$ cat src/rtl/free_index_pool.sv
// Free-entry bitmap allocator: prefetches the highest free index into a hold register.
// Optional FREE_INDEX_POOL_STATS_EN adds allocation/double-free/low-water statistics.
module free_index_pool #(
    parameter int NUM_ENTRIES = 8,
    parameter int IDX_W       = $clog2(NUM_ENTRIES)
) (
    input  logic             clk,
    input  logic             rst_n,
    output logic             alloc_valid,
    input  logic             alloc_ready,
    output logic [IDX_W-1:0] alloc_index,
    input  logic             free_valid,
    input  logic [IDX_W-1:0] free_index,
    input  logic             flush,
    output logic             err_double_free,
    output logic [IDX_W:0]   num_free,
    output logic             empty
`ifdef FREE_INDEX_POOL_STATS_EN
    ,
    output logic [31:0]      stat_alloc_cnt,
    output logic [31:0]      stat_dfree_cnt,
    output logic [IDX_W:0]   stat_min_free
`endif
);

    typedef enum logic {S_EMPTY, S_HOLD} state_t;

    state_t                 state_q, state_d;
    logic [NUM_ENTRIES-1:0] bitmap_q, bitmap_d;
    logic [NUM_ENTRIES-1:0] rel_mask, pick_mask;
    logic [IDX_W-1:0]       hold_q, hold_d, pick_idx;
    logic [IDX_W:0]         cnt_d;
    logic                   any_free, xfer, in_range, bit_set, hold_hit;
    logic                   dfree, rel_ok, err_d, empty_d;

    // Highest set bit wins: later iterations overwrite lower hits.
    always_comb begin
        pick_idx  = '0;
        pick_mask = '0;
        rel_mask  = '0;
        for (int i = 0; i < NUM_ENTRIES; i++) begin
            if (bitmap_q[i]) pick_idx = IDX_W'(i);
            rel_mask[i] = (free_index == IDX_W'(i));
        end
        for (int i = 0; i < NUM_ENTRIES; i++)
            pick_mask[i] = any_free && (pick_idx == IDX_W'(i));
    end

    assign any_free = |bitmap_q;
    assign xfer     = (state_q == S_HOLD) && alloc_ready;
    assign in_range = |rel_mask;
    assign bit_set  = |(rel_mask & bitmap_q);
    assign hold_hit = (state_q == S_HOLD) && !xfer && (free_index == hold_q);
    assign dfree    = free_valid && (!in_range || bit_set || hold_hit);
    assign rel_ok   = free_valid && !dfree;

    always_comb begin
        state_d  = state_q;
        hold_d   = hold_q;
        bitmap_d = bitmap_q;
        err_d    = 1'b0;
        if (flush) begin
            bitmap_d = {NUM_ENTRIES{1'b1}};
            state_d  = S_EMPTY;
        end else begin
            err_d = dfree;
            unique case (state_q)
                S_EMPTY: begin
                    if (any_free) begin
                        state_d  = S_HOLD;
                        hold_d   = pick_idx;
                        bitmap_d = bitmap_d & ~pick_mask;
                    end
                end
                S_HOLD: begin
                    if (xfer && any_free) begin
                        hold_d   = pick_idx;
                        bitmap_d = bitmap_d & ~pick_mask;
                    end else if (xfer) begin
                        state_d = S_EMPTY;
                    end
                end
                default: state_d = S_EMPTY;
            endcase
            // Reload picks from the pre-release bitmap; release lands alongside.
            if (rel_ok) bitmap_d = bitmap_d | rel_mask;
        end
    end

    always_comb begin
        cnt_d = '0;
        for (int i = 0; i < NUM_ENTRIES; i++)
            cnt_d = cnt_d + (IDX_W+1)'(bitmap_d[i]);
    end

    assign empty_d = (state_d == S_EMPTY) && (bitmap_d == '0);

    always_ff @(posedge clk or negedge rst_n) begin
        if (!rst_n) begin
            state_q         <= S_EMPTY;
            bitmap_q        <= {NUM_ENTRIES{1'b1}};
            hold_q          <= '0;
            err_double_free <= 1'b0;
            num_free        <= (IDX_W+1)'(NUM_ENTRIES);
            empty           <= 1'b0;
        end else begin
            state_q         <= state_d;
            bitmap_q        <= bitmap_d;
            hold_q          <= hold_d;
            err_double_free <= err_d;
            num_free        <= cnt_d;
            empty           <= empty_d;
        end
    end

    assign alloc_valid = (state_q == S_HOLD);
    assign alloc_index = hold_q;

`ifdef FREE_INDEX_POOL_STATS_EN
    always_ff @(posedge clk or negedge rst_n) begin
        if (!rst_n) begin
            stat_alloc_cnt <= '0;
            stat_dfree_cnt <= '0;
            stat_min_free  <= (IDX_W+1)'(NUM_ENTRIES);
        end else begin
            if (xfer && !flush && stat_alloc_cnt != '1)
                stat_alloc_cnt <= stat_alloc_cnt + 32'd1;
            if (dfree && !flush && stat_dfree_cnt != '1)
                stat_dfree_cnt <= stat_dfree_cnt + 32'd1;
            if (flush)
                stat_min_free <= (IDX_W+1)'(NUM_ENTRIES);
            else if (cnt_d < stat_min_free)
                stat_min_free <= cnt_d;
        end
    end
`endif

endmodule

$ cat config.mk
export PLATFORM = sky130hd
export DESIGN_NAME = free_index_pool
export DESIGN_NICKNAME = d
export VERILOG_FILES = /design/src/rtl/free_index_pool.sv
export SDC_FILE = /design/constraint.sdc
export NUM_CORES = 1
export LEC_CHECK = 0
export ABC_AREA = 1
export ABC_CLOCK_PERIOD_IN_PS = 4500
export BUFFER_PORTS_ARGS = -buffer_cell sky130_fd_sc_hd__buf_2
export CAP_MARGIN = 0
export CORE_MARGIN = 3
export CORE_UTILIZATION = 49
export DETAILED_ROUTE_END_ITERATION = 16
export GPL_ROUTABILITY_DRIVEN = 1
export PLACE_DENSITY_LB_ADDON = 0.15
export SLEW_MARGIN = 20
export SYNTH_ARGS = -nofsm -noshare
export SYNTH_HDL_FRONTEND = slang
export SYNTH_SLANG_ARGS = --single-unit
$ cat constraint.sdc
create_clock -name clk -period 4.5 [get_ports clk]
set_clock_uncertainty 0.1 [all_clocks]
set_input_delay 0.45 -clock clk [delete_from_list [all_inputs] [get_ports clk]]
set_output_delay 0.45 -clock clk [all_outputs]
set_load 0.02 [all_outputs]
==> impl_metrics.ini <==
[finish]
n_antenna_cell = 0
layout_common_cells = 39 x nand2_1, 32 x inv_1, 19 x nor2_1
final_common_cell = nand2_1
fin_area_um2 = 1500
fillerInstances = 236
post-route-util = 0.586
drive_gt1_frac = 0.266
instances_no_fill = 233
area_delta_synth_final_pct = 10.5
nets = 220

[cts]
clock_latency_ps = 300
clk_pin_slew_ps = 110
cts_resized = 0
cts_max_path_buffers = 2
root_buffer = clkbuf_4
cts_setup_buffers = 0
cts_buffers = 3
tritoncts = built
htreeDepth = 1
postCtsHoldBufs = 1
cts_sinks = 18

[critical_path]
critical_path.startpoint_type = flop
path_buf_inv = 3
critical_path_class = reg2reg
crit_start = bitmap_q[1]
required_ps = 4600
cpMaxStageDelayCell = dfstp_2
cp.depth = 16
r2r_cells = 16
critPathArrivalTime_ps = 4000
crit_fanout = 4
worstReg2RegStart = bitmap_q[1]
cp_top_family = adder cells
path_cells = nor2_1 > nand2_1 > nor2_4 > nor2_1 > nor2_1 > o21ai_0 > o21ai_0 > nor2_1 > fa_1 > fa_1 > fa_1 > inv_1 > ha_1 > inv_1 > fa_1 > inv_1
end_kind = flop
max_stage_delay_ps = 580

[placement]
dp.cells = 228
hpwl_mm = 2.36
gp_congestion = 0.936
placed_cell_area_um2 = 1460
portBuffers = 17

[logic_synthesis]
synth_compound_area_frac = 0.0579
syn-num-nets = 200
synth_cell_type_count = 27
yosysTopAreaCellShare = 0.174
yosys.area.top_type = dfstp_2
yosys.area_share.adder = 0.0956
synthMuxAreaShare = 0
avgSynthCellArea_um2 = 7.40
synth_xor_area_frac = 0.00643
ys_seq_area_frac = 0.339
yosys.area_share.simple = 0.372
synth_ff_type = dfstp_2
syn_area_um2 = 1360
ys_async_sr_fraction = 1.00
ys_ff_latch = 18
synth-edff-count = 0
synth_top_family_by_area = simple AND/OR/NAND/NOR gates
synthCells = 184
netlist_top_cells_area = dfstp_2 17%, dfrtp_1 17%, nand2_1 11%
yosys_warnings = 0

[routing]
wire_per_inst_um = 12.3
finalWirelength_mm = 2.86
firstDrtPassIters = 5
drc = 0
drtAntennaViolNets = 0
drtIter0Drc = 62
viasPerCell = 5.05
vias = 1176

[global_route]
grt_pass1_wl_mm = 4.93
grt_start_max_net_pins = 19
antenna_found_initial = 0
grt_pass1_vias = 1088
gr-usage-all-layers = 0.189
grt-ovfl-total = 0

[min_path]
min_from = flush
min_path_cells = 2
worst_hold_path_type = in2reg

[timing]
drv_slew = 0
period_minus_slack_ps = 3900
fin_crit_sh = 0.867
rsz0062_at_grt = no
maxSlewHeadroom = 0.736
finalHoldViolations = 0
worst_pin_slew_ps = 396
fin_setup_tns_ps = 0
finalSetupViolations = 0
fmax_mhz = 256

[floorplanning]
die_h_um = 58.7
dieArea_um2 = 3450
die_w_um = 58.7
placementRows = 18
boundaryPins = 18
core-area_um2 = 2570
start_util = 0.530

[run_status]
status = completed

[flow_run]
max_cap_viol_count = 0

[pwr]
p_per_area_nw_per_um2 = 270
p_leak_nw = 0.771
vdd_ir_drop_max_mv = 0.206
kinds of logic (layout without fill, tap and decap cells):
family	count (synthesis)	count (layout)
AO/OA/AOI/OAI	14	14
adder cells (fa/ha/maj)	8	8
XOR/XNOR	1	1
flip-flops	18	18
buffers and inverters	42	61
AND/OR/NAND/NOR	101	101
synthesized netlist by cell type (2+ instances only):
cell / number
nand2_1: 39
nand2_2: 3
inv_2: 5
nor2_2: 7
inv_1: 32
nand3_1: 14
o21ai_0: 8
fa_1: 4
dfstp_2: 9
nor2_4: 4
buf_4: 2
a21oi_1: 2
nor2_1: 19
nor3_1: 4
nand4_1: 8
o211ai_1: 2
ha_1: 4
dfrtp_1: 9
area by class of cell:
type                    count  area (µm²)  area share
multi-input cells         124         724       0.482
inverters                  39         149      0.0990
clock buffers               4        36.3      0.0241
repair buffers             18        95.1      0.0632
flip-flops and latches     18         462       0.307
well taps                  30        37.5      0.0250
layer usage:
metal | GRT usage | routed length, µm | vias to the layer above
li1 | - | - | 610
met1 | 0.263 | 1330 | 527
met4 | 0.0809 | 55 | 0
met2 | 0.293 | 1280 | 33
met5 | 0 | 0 | -
met3 | 0.0285 | 190 | 6
registers in the layout, indices dropped and copies added (netlist names):
| signal | flops |
|---|---|
| alloc_index | 3 |
| alloc_valid | 1 |
| bitmap_q | 8 |
| empty | 1 |
| err_double_free | 1 |
| num_free | 4 |
final timing paths:
path,endpoint,slack [ps]
max,num_free[1],600
min,alloc_valid,310
max reg2reg,num_free[1],600
min reg2reg,bitmap_q[1],460
max in group asynchronous,bitmap_q[1],3490
min in group asynchronous,err_double_free,490
worst reg2reg max path, stage by stage, from the launching register on:
cell	delay, ps
dfstp_2	580
nor2_1	60
nand2_1	140
nor2_4	60
nor2_1	120
nor2_1	80
o21ai_0	160
o21ai_0	110
nor2_1	240
fa_1	450
fa_1	510
fa_1	400
inv_1	60
ha_1	150
inv_1	60
fa_1	480
inv_1	40
power by group:
part	switching, mW	internal [mW]
Clock	0.0557	0.0493
Combinational	0.0744	0.0378
Sequential	0.00815	0.181
Total	0.138	0.268
metrics by stage:
stage | worst slack [ps] | total power [mW] | hold slack [ps]
after global placement | 547 | 0.302 | 296
final | 598 | 0.407 | 308
after global routing | 305 | 0.430 | 321
after detailed placement | 439 | 0.305 | 311
after floorplan | 791 | 0.272 | 54.4
after CTS | 592 | 0.410 | 294
(Power assumes the default switching activity.)
